File: config.mk
export PLATFORM = sky130hd
export DESIGN_NAME = ysyx_210544_trap_ctrl
export DESIGN_NICKNAME = d
export VERILOG_FILES = /design/src/rtl/ysyx_210544_trap_ctrl.sv
export SDC_FILE = /design/constraint.sdc
export NUM_CORES = 1
export LEC_CHECK = 0
export CORE_AREA = 3 3 208 210
export DETAILED_ROUTE_END_ITERATION = 10
export DIE_AREA = 0 0 211 213
export DONT_BUFFER_PORTS = 1
export GPL_ROUTABILITY_DRIVEN = 0
export SLEW_MARGIN = 40
export SYNTH_ARGS = -nofsm -noshare
export SYNTH_HDL_FRONTEND = slang
export SYNTH_SLANG_ARGS = --single-unit
File: constraint.sdc
create_clock -name clk -period 3.2 [get_ports clk]
set_input_delay 0.48 -clock clk [delete_from_list [all_inputs] [get_ports clk]]
set_output_delay 0.48 -clock clk [all_outputs]
set_load 0.05 [all_outputs]
File: src/rtl/ysyx_210544_trap_ctrl.sv
// ---------------------------------------------------------------------------
// ysyx_210544_trap_ctrl
//
// Trap sequencer and CLINT timer sitting in front of the CSR file.
// On commit it detects mret, ecall and the machine-timer interrupt, then walks
// mepc / mcause / mstatus / mtvec (or mepc for mret) through the CSR file's
// single access port one access per cycle, and finishes with a one-cycle
// PC redirect. It also owns the memory-mapped mtime / mtimecmp registers.
//
// Optional build macro: YSYX_210544_MTVEC_VECTORED_EN
//   defined   : vectored mtvec mode (2'b01) offsets interrupt targets by 4*cause
//   undefined : mtvec[1:0] ignored, base address always used
//
// Ports
//   clk, rst            clock, synchronous active-high reset
//   i_commit_*          committing instruction: valid, pc, next pc
//   i_ecall, i_mret     committing instruction class
//   i_csr_mstatus_mie   mstatus.MIE level from the CSR file
//   i_csr_mie_mtie      mie.MTIE level from the CSR file
//   o_csr_ren/wen/addr/wdata, i_csr_rdata   CSR file access port
//   i_mmio_*            MMIO access from the LSU, o_mmio_rdata/o_mmio_hit back
//   o_mtip              timer pending (mtime >= mtimecmp)
//   o_busy              pipeline stall request
//   o_redirect(_pc)     one-cycle fetch redirect
// ---------------------------------------------------------------------------
module ysyx_210544_trap_ctrl #(
    parameter int unsigned MTIME_DIV     = 1,
    parameter logic [63:0] MTIMECMP_RST  = 64'hFFFF_FFFF_FFFF_FFFF,
    parameter logic [63:0] ADDR_MTIME    = 64'h0200_BFF8,
    parameter logic [63:0] ADDR_MTIMECMP = 64'h0200_4000
) (
    input  logic        clk,
    input  logic        rst,
    input  logic        i_commit_valid,
    input  logic [63:0] i_commit_pc,
    input  logic [63:0] i_commit_npc,
    input  logic        i_ecall,
    input  logic        i_mret,
    input  logic        i_csr_mstatus_mie,
    input  logic        i_csr_mie_mtie,
    output logic        o_csr_ren,
    output logic        o_csr_wen,
    output logic [11:0] o_csr_addr,
    output logic [63:0] o_csr_wdata,
    input  logic [63:0] i_csr_rdata,
    input  logic        i_mmio_ren,
    input  logic        i_mmio_wen,
    input  logic [63:0] i_mmio_addr,
    input  logic [63:0] i_mmio_wdata,
    output logic [63:0] o_mmio_rdata,
    output logic        o_mmio_hit,
    output logic        o_mtip,
    output logic        o_busy,
    output logic        o_redirect,
    output logic [63:0] o_redirect_pc
);

    localparam logic [11:0] CSR_MSTATUS = 12'h300;
    localparam logic [11:0] CSR_MTVEC   = 12'h305;
    localparam logic [11:0] CSR_MEPC    = 12'h341;
    localparam logic [11:0] CSR_MCAUSE  = 12'h342;

    localparam logic [63:0] CAUSE_ECALL = 64'd11;
    localparam logic [63:0] CAUSE_MTI   = 64'h8000_0000_0000_0007;

    localparam logic [7:0]  DIV_LAST    = 8'(MTIME_DIV - 1);

    typedef enum logic [2:0] {
        S_IDLE,
        S_WR_MEPC,
        S_WR_MCAUSE,
        S_RD_MSTATUS,
        S_WR_MSTATUS,
        S_RD_TGT,
        S_REDIR
    } state_t;

    state_t      state;
    logic        is_mret;
    logic        is_intr;
    logic [7:0]  prescaler;
    logic [63:0] mtime;
    logic [63:0] mtimecmp;

    // ------------------------------------------------------------------
    // CLINT timer
    // ------------------------------------------------------------------
    logic hit_mtime;
    logic hit_mtimecmp;

    assign hit_mtime    = (i_mmio_addr == ADDR_MTIME);
    assign hit_mtimecmp = (i_mmio_addr == ADDR_MTIMECMP);
    assign o_mmio_hit   = hit_mtime | hit_mtimecmp;
    assign o_mtip       = (mtime >= mtimecmp);

    always_comb begin
        o_mmio_rdata = '0;
        if (i_mmio_ren) begin
            if (hit_mtime)
                o_mmio_rdata = mtime;
            else if (hit_mtimecmp)
                o_mmio_rdata = mtimecmp;
        end
    end

    always_ff @(posedge clk) begin
        if (rst) begin
            prescaler <= '0;
            mtime     <= '0;
            mtimecmp  <= MTIMECMP_RST;
        end else begin
            if (prescaler == DIV_LAST)
                prescaler <= '0;
            else
                prescaler <= prescaler + 8'd1;

            // A software write to mtime takes priority over the tick.
            if (i_mmio_wen && hit_mtime)
                mtime <= i_mmio_wdata;
            else if (prescaler == DIV_LAST)
                mtime <= mtime + 64'd1;

            if (i_mmio_wen && hit_mtimecmp)
                mtimecmp <= i_mmio_wdata;
        end
    end

    // ------------------------------------------------------------------
    // Event selection (only meaningful in IDLE)
    // ------------------------------------------------------------------
    logic take_mret;
    logic take_ecall;
    logic take_intr;

    assign take_mret  = (state == S_IDLE) && i_commit_valid && i_mret;
    assign take_ecall = (state == S_IDLE) && i_commit_valid && !i_mret && i_ecall;
    assign take_intr  = (state == S_IDLE) && i_commit_valid && !i_mret && !i_ecall &&
                        o_mtip && i_csr_mstatus_mie && i_csr_mie_mtie;

    assign o_busy = (state != S_IDLE) || take_mret || take_ecall || take_intr;

    // ------------------------------------------------------------------
    // Data computed from the same-cycle CSR read
    // ------------------------------------------------------------------
    logic [63:0] mstatus_next;
    logic [63:0] target;

    always_comb begin
        mstatus_next        = i_csr_rdata;
        mstatus_next[12:11] = 2'b11;
        if (is_mret) begin
            mstatus_next[3] = i_csr_rdata[7];
            mstatus_next[7] = 1'b1;
        end else begin
            mstatus_next[7] = i_csr_rdata[3];
            mstatus_next[3] = 1'b0;
        end
    end

    always_comb begin
        if (is_mret) begin
            target = i_csr_rdata;
        end else begin
            target = {i_csr_rdata[63:2], 2'b00};
`ifdef YSYX_210544_MTVEC_VECTORED_EN
            // Vectored mode: interrupts land at base + 4*cause.
            if (is_intr && (i_csr_rdata[1:0] == 2'b01))
                target = {i_csr_rdata[63:2], 2'b00} + {CAUSE_MTI[61:0], 2'b00};
`endif
        end
    end

    // ------------------------------------------------------------------
    // Sequencer. CSR port and redirect outputs are registered: each value
    // is loaded on the transition into the state that owns the access.
    // ------------------------------------------------------------------
    always_ff @(posedge clk) begin
        if (rst) begin
            state         <= S_IDLE;
            is_mret       <= 1'b0;
            is_intr       <= 1'b0;
            o_csr_ren     <= 1'b0;
            o_csr_wen     <= 1'b0;
            o_csr_addr    <= '0;
            o_csr_wdata   <= '0;
            o_redirect    <= 1'b0;
            o_redirect_pc <= '0;
        end else begin
            o_csr_ren     <= 1'b0;
            o_csr_wen     <= 1'b0;
            o_csr_addr    <= '0;
            o_csr_wdata   <= '0;
            o_redirect    <= 1'b0;
            o_redirect_pc <= '0;

            case (state)
                S_IDLE: begin
                    if (take_mret) begin
                        is_mret    <= 1'b1;
                        is_intr    <= 1'b0;
                        state      <= S_RD_MSTATUS;
                        o_csr_ren  <= 1'b1;
                        o_csr_addr <= CSR_MSTATUS;
                    end else if (take_ecall || take_intr) begin
                        is_mret     <= 1'b0;
                        is_intr     <= take_intr;
                        state       <= S_WR_MEPC;
                        o_csr_wen   <= 1'b1;
                        o_csr_addr  <= CSR_MEPC;
                        o_csr_wdata <= take_ecall ? i_commit_pc : i_commit_npc;
                    end
                end
                S_WR_MEPC: begin
                    state       <= S_WR_MCAUSE;
                    o_csr_wen   <= 1'b1;
                    o_csr_addr  <= CSR_MCAUSE;
                    o_csr_wdata <= is_intr ? CAUSE_MTI : CAUSE_ECALL;
                end
                S_WR_MCAUSE: begin
                    state      <= S_RD_MSTATUS;
                    o_csr_ren  <= 1'b1;
                    o_csr_addr <= CSR_MSTATUS;
                end
                S_RD_MSTATUS: begin
                    state       <= S_WR_MSTATUS;
                    o_csr_wen   <= 1'b1;
                    o_csr_addr  <= CSR_MSTATUS;
                    o_csr_wdata <= mstatus_next;
                end
                S_WR_MSTATUS: begin
                    state      <= S_RD_TGT;
                    o_csr_ren  <= 1'b1;
                    o_csr_addr <= is_mret ? CSR_MEPC : CSR_MTVEC;
                end
                S_RD_TGT: begin
                    state         <= S_REDIR;
                    o_redirect    <= 1'b1;
                    o_redirect_pc <= target;
                end
                S_REDIR: begin
                    state <= S_IDLE;
                end
                default: begin
                    state <= S_IDLE;
                end
            endcase
        end
    end

endmodule

==> impl_metrics.py, run 1 <==
metrics = {
    "timing": {
        "skew_ns": 0.0395,
        "slew_headroom": 0.463,
        "max_freq_mhz": 296,
        "worst_pin_slew_ns": 0.805,
        "hold_viol_final": 0,
        "setup_ws_ns": -0.176,
        "setup_tns_ns": -0.219,
        "rsz0062_at_grt": "yes",
        "finalCritPeriodShare": 1.06,
        "setup_viol_count_final": 2,
        "post-route-min-period_ns": 3.38,
        "slew_violations": 0,
    },
    "logic_synthesis": {
        "syn_area_per_cell_um2": 8.64,
        "yosys.area.top_type": "dfxtp_1",
        "ys_ff_latch": 277,
        "synthArstFlopShare": 0,
        "synth_edf_count": 0,
        "netlist_instances": 1596,
        "yosysWarnings": 0,
        "netlist_area_um2": 13800,
        "synth_cell_types": 62,
        "synth-main-ff-cell": "dfxtp_1",
        "yosysSeqAreaShare": 0.402,
        "synth.area.top_cells": "dfxtp_1 40%, a22oi_1 6.5%, ha_1 6.1%",
        "synth.top_cell.area_share": 0.402,
    },
    "hold_path": {
        "hold_class": "input pin to register",
        "worstHoldPathCells": 1,
        "hp-start": "i_mmio_wdata[53]",
        "hold_end": "mtimecmp[53]",
    },
    "clock_tree": {
        "cts.sinks": 277,
        "htreeDepth": 2,
        "cts_tree": "yes",
        "clock_latency_ns": 0.55,
        "clk_pin_slew_worst_paths_ns": 0.06,
        "clockBufferDepth": 3,
        "cts_root_buffer": "clkbuf_16",
        "cts_buffers": 34,
    },
    "global_route": {
        "grt_pass1_wl_um": 75100,
        "grt_antenna_before_repair": 4,
        "grt_usage": 0.215,
        "grt_max_degree": 137,
        "grt_pass1_vias": 12300,
        "grt-ovfl-total": 0,
    },
    "drt": {
        "drt_iter0_drc": 913,
        "wire_per_inst_um": 23.2,
        "drtAntennaViolNets": 0,
        "drc_errors": 0,
        "num_vias": 12500,
        "vias_per_cell": 5.66,
        "dr.pass1.iters": 6,
        "postRouteWirelength_um": 51200,
    },
    "setup_path": {
        "cp_num_buf_inv": 3,
        "cp_max_fo": 3,
        "critPathTopFamily": "compound AO/OA/AOI/OAI gates",
        "required_ns": 2.72,
        "cp_data_arrival_time_ns": 2.90,
        "worst_setup_path_end_kind": "output pin",
        "crit_path_cell_trace": "ha_4, nand2b_4, a2111oi_4, a2111oi_4, o311a_4, nor4_4, buf_6, inv_6, nand2_4, nand3_4, buf_8",
        "timing.rr.end": "o_csr_wdata[25]",
        "worst_r2r_startpoint": "mtimecmp[0]",
        "r2r_slack_ns": 0.21,
        "path_class": "register to output pin",
        "critPathMaxStageDelay_ns": 0.39,
        "slowest_stage": "a2111oi_4",
        "cpMostUsedCell": "a2111oi_4",
        "worstRegToRegCells": 9,
        "start_kind": "register",
    },
    "placement": {
        "portBuffers": 0,
        "dp.cells": 2136,
        "hpwl_um": 37900,
    },
    "floorplanning": {
        "io_pins": 539,
        "die_area_um2": 44900,
        "die_y_um": 213,
        "coreArea_um2": 41800,
        "die_width_um": 211,
        "start_util": 0.330,
        "placementRows": 75,
    },
    "power_and_ir_drop": {
        "powerDensity_nw_per_um2": 464,
        "irDropWorstVdd_mv": 0.355,
        "leakagePower_nw": 6.62,
    },
    "cells_and_area": {
        "final_cell_mix": "260 x dfxtp_1, 166 x nor2_1, 120 x a22oi_1",
        "area_growth_pct": 26.0,
        "drive_gt1_frac": 0.189,
        "layout.cells.most_common": "dfxtp_1",
        "finalNonFillerCells": 2208,
        "final_nets": 2036,
    },
    "run": {
        "cap_viol_max_count": 0,
    },
    "run_status": {
        "failed_checks": "setup timing",
        "status": "finished, violations left",
    },
}
[registers in the layout, indices dropped and copies added, names as in the netlist]
| signal | flops |
|---|---|
| state | 3 |
| is_intr | 1 |
| mtime | 64 |
| o_csr_ren | 1 |
| prescaler | 8 |
| is_mret | 1 |
| o_redirect_pc | 64 |
| o_csr_wen | 1 |
| o_csr_addr | 5 |
| o_csr_wdata | 64 |
| mtimecmp | 64 |
| o_redirect | 1 |
[synth_stat cells (3+ instances only)]
| cell | number |
|---|---|
| inv_1 | 79 |
| o21ai_0 | 11 |
| a311oi_1 | 3 |
| and3_1 | 20 |
| a211o_1 | 64 |
| or2_2 | 3 |
| nor3_1 | 16 |
| nand2_1 | 46 |
| or4_1 | 3 |
| buf_1 | 13 |
| a22oi_1 | 120 |
| or3_1 | 6 |
| clkbuf_1 | 89 |
| and4_1 | 10 |
| ha_1 | 67 |
| nand2b_1 | 3 |
| buf_2 | 20 |
| a211oi_1 | 58 |
| nor3_2 | 4 |
| a21oi_1 | 40 |
| xnor2_1 | 35 |
| and2_1 | 69 |
| dfxtp_1 | 277 |
| nor4_2 | 4 |
| nor2_1 | 167 |
| nand3b_1 | 3 |
| nor2b_1 | 64 |
| xor2_1 | 32 |
| o22ai_1 | 63 |
| nand4_1 | 35 |
| nor4_1 | 17 |
| buf_4 | 7 |
| a21o_1 | 6 |
| nand3_1 | 101 |
| a31oi_1 | 5 |
[metal layers]
layer,vias up,wire [um],global-route usage
met3,86,4110,0.0536
met4,0,2040,0.0984
li1,5846,-,-
met1,6015,19600,0.252
met2,542,25500,0.373
met5,-,0,0
[cells by family (layout without fill, tap and decap cells)]
group                      Yosys count  after routing  share of synthesized area
DFF                                277            277                      0.402
adders and majority gates           67             67                     0.0608
muxes                                1              1                   0.000726
and+or+nand+nor                    586            586                      0.229
other                                1             12                   0.000272
AOI/OAI and AO/OA                  387            387                      0.204
buffers and inverters              210            272                     0.0610
xor gates and xnor gates            67             67                     0.0426
[power by group]
part	total [mW]	switching, mW	internal (mW)
clock network	3.82	1.56	2.26
registers	3.77	0.255	3.51
logic	0.472	0.306	0.166
[worst max path at each step]
stage                 startpoint               to  slack, ns  cells past startpoint
finish               mtimecmp[0]           o_busy      -0.18                     11
global route         mtimecmp[0]           o_busy      -0.28                     11
CTS                 mtimecmp[61]           o_busy      -0.18                     12
detailed placement  mtimecmp[17]  o_csr_wdata[47]      0.002                      9
global placement    mtimecmp[17]  o_csr_wdata[47]       0.03                      9
floorplan              mtime[17]           o_busy       0.05                      9
[worst reg2reg max path, delay by kind of cell, from the launching register on]
| kind | cells | cell delay, ns |
|---|---|---|
| buffers and inverters | 2 | 0.72 |
| AO/OA/AOI/OAI | 4 | 1.07 |
| AND/OR/NAND/NOR | 2 | 0.42 |
| flip-flops | 1 | 0.36 |
| adder cells (fa/ha/maj) | 1 | 0.23 |
[through the flow]
| step | util | total power, mW | area [um^2] | hold WS [ns] | setup slack (ns) |
|---|---|---|---|---|---|
| 2_1_floorplan | - | 4.17 | 13900 | 0.449 | 0.0512 |
| 3_3_place_gp | 0.380 | 4.27 | 15900 | 0.468 | 0.0345 |
| 3_5_place_dp | 0.380 | 4.27 | 15900 | 0.471 | 0.00247 |
| 4_1_cts | 0.412 | 8.14 | 17200 | 0.00356 | -0.176 |
| 5_1_grt | 0.416 | 8.33 | 17400 | 0.0159 | -0.282 |
| 6_report | 0.416 | 8.06 | 17400 | 0.0428 | -0.176 |
[cell type report]
type | count | area, um^2
Clock inverter | 9 | 100
Timing Repair Buffer | 133 | 1830
Sequential cell | 277 | 5570
Clock buffer | 50 | 1000
Fill cell | 4043 | 24400
Inverter | 80 | 305
Multi-Input combinational cell | 1114 | 7870
Antenna cell | 6 | 15.0
Tap cell | 539 | 674
[timing repair]
action | 4_1_cts | 5_1_grt
hold endpoints to repair | 6 | 0
pin swaps | 16 | 13
resized for setup | 44 | 28
hold buffers | 2 | 0
setup buffers | 4 | 1
endpoints found under the setup margin | 2 | 65
Note: power is estimated with default switching activity, not from simulation.
==> run 2: changes to the inputs <==
CORE_AREA = 2 2 207 209   (was 3 3 208 210)
DIE_AREA = 0 0 209 211   (was 0 0 211 213)
==> run 2 against run 1 <==
- final area fell by 0.50%
- hold slack gained 0.0021 ns
- the run still ends with setup timing left
- first-iteration DRC count up 14%
- via count hardly changed
- largest power group unchanged
- clock power is 1% lower
- sequential share of layout area grew 0.20 points
- highest routed layer unchanged
==> impl_metrics.py, run 2 (synthesis results as in run 1) <==
metrics = {
    "run_status": {
        "status": "finished, violations left",
        "failed_checks": "setup timing",
    },
    "drt": {
        "wire_per_inst_um": 23.4,
        "drt_iter0_drc": 1045,
        "vias_per_cell": 5.67,
        "dr.pass1.iters": 5,
        "num_vias": 12500,
        "drtAntennaViolNets": 0,
        "postRouteWirelength_um": 51500,
        "drc_errors": 0,
    },
    "global_route": {
        "grt_max_degree": 140,
        "grt_antenna_before_repair": 4,
        "grt-ovfl-total": 0,
        "grt_usage": 0.223,
        "grt_pass1_wl_um": 75100,
        "grt_pass1_vias": 12200,
    },
    "setup_path": {
        "r2r_slack_ns": 0.15,
        "cp_max_fo": 2,
        "cpMostUsedCell": "a2111oi_4",
        "worst_r2r_startpoint": "mtimecmp[26]",
        "worstRegToRegCells": 17,
        "critPathMaxStageDelay_ns": 0.34,
        "worst_setup_path_end_kind": "output pin",
        "timing.rr.end": "o_csr_wen",
        "cp_data_arrival_time_ns": 2.84,
        "slowest_stage": "a2111oi_4",
        "required_ns": 2.72,
        "path_class": "register to output pin",
        "crit_start": "mtime[0]",
        "start_kind": "register",
        "crit_path_cell_trace": "inv_2, ha_1, nand2b_4, a2111oi_4, a2111oi_4, o311a_4, nor4_4, buf_6, inv_6, nand2_4, nand3_2, buf_8",
    },
    "hold_path": {
        "hp-start": "i_mmio_wdata[47]",
        "worstHoldPathCells": 1,
        "hold_end": "mtimecmp[47]",
        "hold_class": "input pin to register",
    },
    "floorplanning": {
        "placementRows": 75,
        "die_area_um2": 44100,
        "die_width_um": 209,
        "io_pins": 539,
        "coreArea_um2": 41800,
        "die_y_um": 211,
        "start_util": 0.330,
    },
    "timing": {
        "skew_ns": 0.0319,
        "setup_viol_count_final": 2,
        "worst_pin_slew_ns": 0.773,
        "finalCritPeriodShare": 1.04,
        "slew_headroom": 0.484,
        "setup_tns_ns": -0.133,
        "max_freq_mhz": 301,
        "setup_ws_ns": -0.124,
        "rsz0062_at_grt": "yes",
        "slew_violations": 0,
        "post-route-min-period_ns": 3.32,
        "hold_viol_final": 0,
    },
    "cells_and_area": {
        "final_cell_mix": "253 x dfxtp_1, 166 x nor2_1, 120 x a22oi_1",
        "area_growth_pct": 25.3,
        "fillers": 4103,
        "layout.cells.most_common": "dfxtp_1",
        "fin_util": 0.414,
        "final_nets": 2031,
        "drive_gt1_frac": 0.195,
    },
    "placement": {
        "hpwl_um": 38100,
        "pre_cts_slack_ns": -0.00357,
        "portBuffers": 0,
    },
    "clock_tree": {
        "cts_root_buffer": "clkbuf_16",
        "clockBufferDepth": 3,
        "clk_pin_slew_worst_paths_ns": 0.06,
        "cts_buffers": 34,
        "clock_latency_ns": 0.55,
        "htreeDepth": 2,
        "cts.sinks": 277,
        "cts_tree": "yes",
    },
    "power_and_ir_drop": {
        "power_mw": 8.02,
        "powerDensity_nw_per_um2": 464,
        "leakagePower_nw": 6.56,
        "irDropWorstVdd_mv": 0.289,
    },
    "run": {
        "cap_viol_max_count": 0,
    },
}
-- run 2: area by class of cell --
type | instances | area (um^2) | share of cell area
Antenna cell | 5 | 12.5 | 0.000724
Clock buffer | 49 | 978 | 0.0566
Clock inverter | 11 | 111 | 0.00644
Inverter | 80 | 305 | 0.0177
Multi-Input combinational cell | 1114 | 7910 | 0.458
Sequential cell | 277 | 5580 | 0.323
Tap cell | 539 | 674 | 0.0390
Timing Repair Buffer | 128 | 1720 | 0.0993
-- run 2: worst max path at each step --
stage,to
floorplan,o_busy
global placement,o_csr_addr[6]
detailed placement,o_csr_addr[6]
CTS,o_busy
global route,o_busy
finish,o_busy
-- run 2: routing by layer --
metal,GRT usage,up-vias,wire (um)
li1,-,5833,-
met1,0.262,6039,20200
met2,0.370,515,24600
met3,0.0672,96,4240
met4,0.110,0,2460
met5,0,-,0
-- run 2: stage by stage --
stage          std cells  hold WS (ns)  cell area (um^2)
2_1_floorplan       1601         0.449             13900
3_3_place_gp        2127         0.470             15700
3_5_place_dp        2127         0.486             15700
4_1_cts             2198      0.000527             17200
5_1_grt             2203        0.0128             17300
6_report            2203        0.0449             17300
-- run 2: what timing repair did --
item                                    in CTS  in global routing
pin swaps                                   19                  9
hold buffers                                 1                  0
endpoints found under the hold margin        4                  0
endpoints found under the setup margin       7                 71
resized for setup                           62                 20
setup buffers                               10                  2
-- run 2: power breakdown --
part	total, mW	switching (mW)	internal, mW
combinational	0.473	0.307	0.166
clock	3.78	1.55	2.22
sequential	3.77	0.258	3.51
total	8.02	2.12	5.90
-- run 2: worst max-delay path, delay by kind of cell, from the launching register on --
family	cells	cell delay (ns)
AO/OA/AOI/OAI	3	0.73
adder cells (fa/ha/maj)	1	0.28
flip-flops	1	0.33
buffers and inverters	4	0.39
AND/OR/NAND/NOR	4	0.55
